## src/rtl/arp_rx_pkg.sv

```systemverilog
// rtl/arp_rx_pkg.sv - shared Ethernet/ARP codes and one-hot state encoding for arp_rx
package arp_rx_pkg;

    localparam logic [7:0]  CODE_PREAMBLE = 8'h55;
    localparam logic [7:0]  CODE_SFD      = 8'hD5;
    localparam logic [15:0] ETH_TYPE_ARP  = 16'h0806;
    localparam logic [15:0] ARP_OP_REQ    = 16'h0001;
    localparam logic [15:0] ARP_OP_REPLY  = 16'h0002;
    localparam logic [47:0] MAC_BROADCAST = 48'hFFFF_FFFF_FFFF;

    localparam logic [5:0] PRE_LAST  = 6'd6;
    localparam logic [5:0] DMAC_LAST = 6'd5;
    localparam logic [5:0] ETH_LAST  = 6'd13;
    localparam logic [5:0] OP_LAST   = 6'd7;
    localparam logic [5:0] SMAC_FIRST = 6'd8;
    localparam logic [5:0] SMAC_LAST = 6'd13;
    localparam logic [5:0] SIP_FIRST = 6'd14;
    localparam logic [5:0] SIP_LAST  = 6'd17;
    localparam logic [5:0] ARP_LAST  = 6'd27;

    typedef enum logic [4:0] {
        ST_IDLE     = 5'b00001,
        ST_PREAMBLE = 5'b00010,
        ST_ETH_HEAD = 5'b00100,
        ST_ARP_DATA = 5'b01000,
        ST_RX_END   = 5'b10000
    } state_t;

endpackage

```

## src/rtl/arp_rx.sv

```systemverilog
// rtl/arp_rx.sv - GMII ARP receive parser: validates frame, pulses done with sender MAC/IP/op
module arp_rx
    import arp_rx_pkg::*;
#(
    parameter logic [47:0] BOARD_MAC = 48'h00_11_22_33_44_55,
    parameter logic [31:0] BOARD_IP  = {8'd192, 8'd168, 8'd1, 8'd10}
) (
    input  logic        clk,
    input  logic        rst_n,
    input  logic        gmii_rx_dv,
    input  logic [7:0]  gmii_rxd,
    output logic        arp_rx_done,
    output logic        arp_rx_type,
    output logic [47:0] src_mac,
    output logic [31:0] src_ip
);

    state_t      state_q, state_d;
    logic [5:0]  cnt_q, cnt_d;
    logic [39:0] shift_q, shift_d;
    logic [47:0] mac_tmp_q, mac_tmp_d;
    logic [31:0] ip_tmp_q, ip_tmp_d;
    logic        type_tmp_q, type_tmp_d;
    logic        done_q, done_d;
    logic        type_q, type_d;
    logic [47:0] src_mac_q, src_mac_d;
    logic [31:0] src_ip_q, src_ip_d;

    logic [47:0] dmac_w;
    logic [15:0] half_w;
    logic [31:0] tip_w;

    // Multi-byte fields are completed by the live byte so checks fire on their last byte.
    assign dmac_w = {shift_q[39:0], gmii_rxd};
    assign half_w = {shift_q[7:0], gmii_rxd};
    assign tip_w  = {shift_q[23:0], gmii_rxd};

    always_comb begin
        state_d    = state_q;
        shift_d    = shift_q;
        mac_tmp_d  = mac_tmp_q;
        ip_tmp_d   = ip_tmp_q;
        type_tmp_d = type_tmp_q;
        done_d     = 1'b0;
        type_d     = type_q;
        src_mac_d  = src_mac_q;
        src_ip_d   = src_ip_q;

        if (!gmii_rx_dv) begin
            state_d = ST_IDLE;
        end else begin
            shift_d = {shift_q[31:0], gmii_rxd};
            unique case (state_q)
                ST_IDLE: begin
                    if (gmii_rxd == CODE_PREAMBLE) state_d = ST_PREAMBLE;
                end
                ST_PREAMBLE: begin
                    if (cnt_q < PRE_LAST) begin
                        if (gmii_rxd != CODE_PREAMBLE) state_d = ST_RX_END;
                    end else if (gmii_rxd == CODE_SFD) begin
                        state_d = ST_ETH_HEAD;
                    end else begin
                        state_d = ST_RX_END;
                    end
                end
                ST_ETH_HEAD: begin
                    if (cnt_q == DMAC_LAST) begin
                        if (dmac_w != BOARD_MAC && dmac_w != MAC_BROADCAST) state_d = ST_RX_END;
                    end else if (cnt_q == ETH_LAST) begin
                        state_d = (half_w == ETH_TYPE_ARP) ? ST_ARP_DATA : ST_RX_END;
                    end
                end
                ST_ARP_DATA: begin
                    if (cnt_q == OP_LAST) begin
                        if (half_w == ARP_OP_REQ)        type_tmp_d = 1'b0;
                        else if (half_w == ARP_OP_REPLY) type_tmp_d = 1'b1;
                        else                             state_d    = ST_RX_END;
                    end else if (cnt_q >= SMAC_FIRST && cnt_q <= SMAC_LAST) begin
                        mac_tmp_d = {mac_tmp_q[39:0], gmii_rxd};
                    end else if (cnt_q >= SIP_FIRST && cnt_q <= SIP_LAST) begin
                        ip_tmp_d = {ip_tmp_q[23:0], gmii_rxd};
                    end else if (cnt_q == ARP_LAST) begin
                        state_d = ST_RX_END;
                        if (tip_w == BOARD_IP) begin
                            done_d    = 1'b1;
                            type_d    = type_tmp_q;
                            src_mac_d = mac_tmp_q;
                            src_ip_d  = ip_tmp_q;
                        end
                    end
                end
                ST_RX_END: ;
                default: state_d = ST_IDLE;
            endcase
        end

        if (state_d != state_q) cnt_d = 6'd0;
        else if (gmii_rx_dv)    cnt_d = cnt_q + 6'd1;
        else                    cnt_d = cnt_q;
    end

    always_ff @(posedge clk or negedge rst_n) begin
        if (!rst_n) begin
            state_q    <= ST_IDLE;
            cnt_q      <= 6'd0;
            shift_q    <= 40'd0;
            mac_tmp_q  <= 48'd0;
            ip_tmp_q   <= 32'd0;
            type_tmp_q <= 1'b0;
            done_q     <= 1'b0;
            type_q     <= 1'b0;
            src_mac_q  <= 48'd0;
            src_ip_q   <= 32'd0;
        end else begin
            state_q    <= state_d;
            cnt_q      <= cnt_d;
            shift_q    <= shift_d;
            mac_tmp_q  <= mac_tmp_d;
            ip_tmp_q   <= ip_tmp_d;
            type_tmp_q <= type_tmp_d;
            done_q     <= done_d;
            type_q     <= type_d;
            src_mac_q  <= src_mac_d;
            src_ip_q   <= src_ip_d;
        end
    end

    assign arp_rx_done = done_q;
    assign arp_rx_type = type_q;
    assign src_mac     = src_mac_q;
    assign src_ip      = src_ip_q;

endmodule
```

## config.mk

```make
export PLATFORM = sky130hd
export DESIGN_NAME = arp_rx
export DESIGN_NICKNAME = d
export VERILOG_FILES = /design/src/rtl/arp_rx_pkg.sv /design/src/rtl/arp_rx.sv
export SDC_FILE = /design/constraint.sdc
export NUM_CORES = 1
export LEC_CHECK = 0
export CAP_MARGIN = 25
export CORE_ASPECT_RATIO = 1.2
export CORE_MARGIN = 1
export CORE_UTILIZATION = 50
export DETAILED_ROUTE_END_ITERATION = 10
export PLACE_DENSITY = 0.72
export SYNTH_ARGS = -nofsm -noshare
export SYNTH_HDL_FRONTEND = slang
export SYNTH_SLANG_ARGS = --single-unit
```

## constraint.sdc

```tcl
create_clock -name clk -period 2.8 [get_ports clk]
set_clock_uncertainty 0.15 [all_clocks]
set_input_delay 0.42 -clock clk [delete_from_list [all_inputs] [get_ports clk]]
set_output_delay 0.42 -clock clk [all_outputs]
set_load 0.01 [all_outputs]
```

-- Yosys cells after proc, flatten, opt, wreduce, memory -nomap -nowiden
Index checks and enable logic that the tools add are counted.
- $mul: 0
- $lt $le $gt $ge: 5
- bitwise operators: 3
- reductions and logical operators: 9
- equal/unequal tests: 19
- shift operators: 0
- add/subtract/negate cells: 1
- div/mod/pow operators: 0
- muxes and demuxes: 27
- operator list (operator ; count):
    $mux 5 ; 15
    $ne 48x37->1 const B ; 1
    $ne 48x48->1 const B ; 1
    $eq 32x32->1 const B ; 1
    $pmux 5 s5 ; 1
    $eq 16x1->1 const B ; 1
    $eq 16x12->1 const B ; 1
    $eq 16x2->1 const B ; 1
    $eq 6x3->1 const B ; 2
    $ge 6x4->1 const B ; 2
    $mux 6 ; 2
    $mux 1 ; 9
    $eq 8x7->1 const B ; 1
    $eq 8x8->1 const B ; 1
    $ne 8x7->1 const B ; 1
    $reduce_and 4->1 ; 2
    $reduce_and 7->1 ; 1
    $add 6x1->6 const B ; 1
    $eq 6x4->1 const B ; 1
    $eq 6x5->1 const B ; 1
    $le 6x4->1 const B ; 1
    $le 6x5->1 const B ; 1
    $lt 6x3->1 const B ; 1
    $eq 5x1->1 const B ; 1
    9 further kinds ; 14
- bits in latches: 0
- memory bits (read-only): 0
- input port bits: 11
- output and inout port bits: 82
- memory bits (writable): 0
- memories: 0
- logic and storage cells: 74
- bits in registers: 214

-- Depth between registers and ports, before layout
- depth after elaboration: 9
- gate-level depth with buffers: 8
- depth with buffers taken out: 8

-- Worst setup path after synthesis
OpenSTA, ideal clock, no wires.
- kind: reg2reg
- from: register cnt_q[0]
- to: register type_q (netlist: arp_rx_type)
- data arrival time: 2.279 ns
- stages on the path, launching flop included: 8
- data required time: 2.523 ns
- path slack: 0.244 ns
- buffers on the path: 1
- clock period less this slack: 2.556 ns
- library setup time: 0.127 ns
- cell sequence: dfrtp_1 ha_1 or4b_1 and3b_1 nand4_1 nor2_4 buf_6 mux2_1
- cells in the longest elaborated chain, start to end: 4
- elaborated cells on any way between the ends: 12
- those cells by class: order compare (4); eq/ne (2); bitwise (3); reduce/logical (3)
- ends and longest elaborated chain (item ; line ; source):
    start: declaration ; arp_rx.sv:19 ; logic [5:0] cnt_q, cnt_d;
    start signal: assignment ; arp_rx.sv:116 ; cnt_q <= cnt_d;
    $ge 6x4->1 (tied with other cells) ; arp_rx.sv:80 ; end else if (cnt_q >= SIP_FIRST && cnt_q <= SIP_LAST) begin
    $logic_and 1x1->1 (on tied branches) ; arp_rx.sv:80, arp_rx.sv:78 ;
    $not 1->1 (no source line) ; - ;
    $reduce_and 7->1 (no source line) * ; - ;
    end signal: assignment ; arp_rx.sv:122 ; type_q <= type_d;
    end: declaration ; arp_rx.sv:25 ; logic type_q, type_d;
Every way passes the cells marked *; elsewhere a longest branch is shown, timed or not.
A chain may end at the register's enable or synchronous reset.

-- Worst setup path after layout
- from: register shift_q[12]
- to: register src_mac_q[45] (netlist: src_mac[45])
- cells in the longest elaborated chain, start to end: 2
- ends and longest elaborated chain (item ; line ; source):
    start: declaration ; arp_rx.sv:20 ; logic [39:0] shift_q, shift_d;
    start signal: assignment ; arp_rx.sv:117 ; shift_q <= shift_d;
    $eq 32x32->1 ; arp_rx.sv:84 ; if (tip_w == BOARD_IP) begin
    $reduce_and 7->1 (no source line) ; - ;
    end signal: assignment ; arp_rx.sv:123 ; src_mac_q <= src_mac_d;
    end: declaration ; arp_rx.sv:26 ; logic [47:0] src_mac_q, src_mac_d;
No other way between the ends.

==> results.cfg <==
[setup_path]
crit_path_max_fanout = 17
required_ns = 3.01
start_kind = flop
critPathMostFrequentCell = buf_12
max_stage_delay_ns = 0.68
crit_type = flop to flop
worst_path_max_delay_cell = or4b_2
cp_data_arrival_time_ns = 2.93
crit_chain = or4b_2, nor3_1, nand4_1, nor2_4, buf_12, buf_12, mux2_1
setup.worst_path.end_class = flop

[placed_design]
port_buffers = 92
placed_cells = 913
dpl.hpwl_um = 12360
gp_congestion = 0.9124

[floorplan]
coreArea_um2 = 16980
rows = 52
dieWidth_um = 122.9
initial_utilization_pct = 51.64
die_h_um = 147.1
die-area_um2 = 18070
io-pin-count = 93

[finish]
n_antenna_cell = 0
fin_cells = 954
final_cell_mix = 212 x dfrtp_1, 109 x mux2_2, 93 x mux2_1
finalNetCount = 736
layout-drive-gt1-share_pct = 28.46
multi_input_area_um2 = 3243
syn_to_final_growth_pct = 25.33
n_fill_cell = 1216
regArea_um2 = 5358
layout_commonest_cell = dfrtp_1
final_util_pct = 64.71

[clocking]
numCtsBuffers = 22
postCtsSetupBuffers = 0
path_clk_slew_ns = 0.06
cts_tree = done
h-tree-depth = 1
clockBufferDepth = 3
clk_latency_ns = 0.49
root_buffer = clkbuf_16
cts_sinks = 214

[synth]
synth_edf_count = 0
yosys_warnings = 0
syn_area_um2 = 8768
synth_area_per_cell_um2 = 14.99
synthArstFlopShare_pct = 100.0
synth_nets = 599
synth-main-ff-cell = dfrtp_1
synth-seq-cells = 214
yosysSeqAreaShare_pct = 61.09
syn_inst = 585
synth.distinct_cells = 55

[grt]
grt_pass1_vias = 5573
antenna_found_initial = 0
grt_max_degree = 74
grt-ovfl-total = 0
grt_pass1_wl_um = 29370
grtUsageTotal_pct = 20.73

[routing]
viasPerCell = 5.567
wirelength_um = 17570
wl_per_cell_um = 18.41
firstDrtPassIters = 4
vias = 5311
drc_errors = 0
ant_nets = 0
drt-initial-drc-count = 252

[sta]
setup_viol = 0
setup_tns_ns = 0
timing.final.crit_period_ns = 2.720
rsz0062_at_grt = no
worst_slew_pin_slew_ns = 0.6712
timing_hold_violations_final = 0
drv_slew = 0
relSlewSlack_pct = 54.10
fin_crit_sh_pct = 97.13
max_freq_mhz = 367.7
holdWs_ns = 0.1629

[pwr]
ir_drop_mv = 0.5337
power_density_nw_per_um2 = 604.9
finalPower_mw = 6.648
power_leakage_nw = 5.271

[run]
maxCapViolations = 0

[hold_path]
hp-class = input port to flop

[status]
outcome = finished clean
-- registers in the layout, summed over array words and instances (netlist names), 5 cells and up --
register / flops
mac_tmp_q: 48
src_ip: 32
src_mac: 48
cnt_q: 6
shift_q: 40
ip_tmp_q: 32
state_q: 5
-- routing by layer --
| metal | GRT usage (%) | part of all wire [%] | up-vias |
|---|---|---|---|
| met5 | 0 | 0 | - |
| met4 | 8.902 | 3.4 | 0 |
| met3 | 3.106 | 4.3 | 43 |
| li1 | - | - | 2421 |
| met2 | 34.38 | 50 | 150 |
| met1 | 26.93 | 42 | 2697 |
-- kinds of logic (layout without fill, tap and decap cells) --
group | after synthesis | count (layout) | synth area share (%)
adders and majority gates | 3 | 3 | 0.4281
buffers and inverters | 29 | 182 | 2.041
AOI/OAI and AO/OA | 21 | 21 | 2.283
muxes | 203 | 203 | 26.06
DFF | 214 | 214 | 61.09
and+or+nand+nor | 107 | 107 | 7.306
xor gates and xnor gates | 8 | 8 | 0.7990
-- what timing repair did --
action	4_1_cts	5_1_grt
setup endpoints to repair	0	20
resized for setup	0	1
hold endpoints to repair	69	0
hold buffers	1	0
-- critical path: cells and delay by family, from the launching register on --
kind                   cells  cell delay (ns)
and+or+nand+nor            4             1.36
DFF                        1             0.40
buffers and inverters      2             0.33
muxes                      1             0.34
-- final cells by class --
type | instances | share of cell area (%)
Clock buffer | 27 | 5.556
Clock inverter | 13 | 0.8767
Inverter | 3 | 0.1025
Multi-Input combinational cell | 342 | 29.51
Sequential cell | 214 | 48.75
Tap cell | 216 | 2.459
Timing Repair Buffer | 139 | 12.74
-- path summary, 6_finish.rpt --
kind / cells after the start / end / slack (ns) / start
setup / recovery: 7 / src_mac[45]$_DFFE_PN0P_ / 0.08 / shift_q[12]$_DFFE_PN0P_
hold / removal: 2 / shift_q[15]$_DFFE_PN0P_ / 0.16 / gmii_rx_dv
setup reg to reg: 7 / src_mac[45]$_DFFE_PN0P_ / 0.08 / shift_q[12]$_DFFE_PN0P_
hold reg to reg: 1 / src_ip[21]$_DFFE_PN0P_ / 0.33 / src_ip[21]$_DFFE_PN0P_
max in group asynchronous: 3 / mac_tmp_q[11]$_DFFE_PN0P_ / 1.38 / rst_n
min in group asynchronous: 2 / src_mac[41]$_DFFE_PN0P_ / 0.36 / rst_n
-- metrics by stage --
| step | cell area (um2) | worst slack (ns) |
|---|---|---|
| 2_1_floorplan | 8768 | 0.2437 |
| 6_report | 10990 | 0.08046 |
| 4_1_cts | 10990 | 0.06531 |
| 5_1_grt | 10990 | 0.003572 |
| 3_3_place_gp | 10270 | -0.2200 |
| 3_5_place_dp | 10270 | -0.3461 |
-- synth_stat cells, types with 2 or more instances --
cell type / instances / share of area (%)
dfrtp_1: 213 / 61
a21oi_1: 4 / 0.23
or2_2: 3 / 0.21
inv_1: 3 / 0.13
xnor2_1: 4 / 0.40
buf_6: 8 / 1.0
nand4b_1: 2 / 0.20
nor3_1: 12 / 0.68
xor2_1: 4 / 0.40
nor2b_1: 5 / 0.36
nand2_1: 12 / 0.51
nor4b_1: 2 / 0.20
clkbuf_1: 9 / 0.39
nand2b_1: 4 / 0.29
or4_1: 2 / 0.17
and4_1: 2 / 0.20
nor4_1: 12 / 0.86
nand3_1: 7 / 0.40
buf_2: 8 / 0.46
and3_1: 3 / 0.21
nand4_1: 17 / 1.2
mux2_1: 93 / 12
ha_1: 3 / 0.43
or3_1: 3 / 0.21
o211ai_1: 2 / 0.17
mux2_2: 109 / 14
nor2_1: 11 / 0.47
-- power breakdown --
part	switching (mW)	total (mW)	internal [mW]	leakage, nW
Clock	1.16	2.80	1.65	0.358
Combinational	0.248	0.471	0.224	2.02
Sequential	0.146	3.37	3.23	2.90
Total	1.55	6.65	5.10	5.27
(Power assumes the default switching activity.)
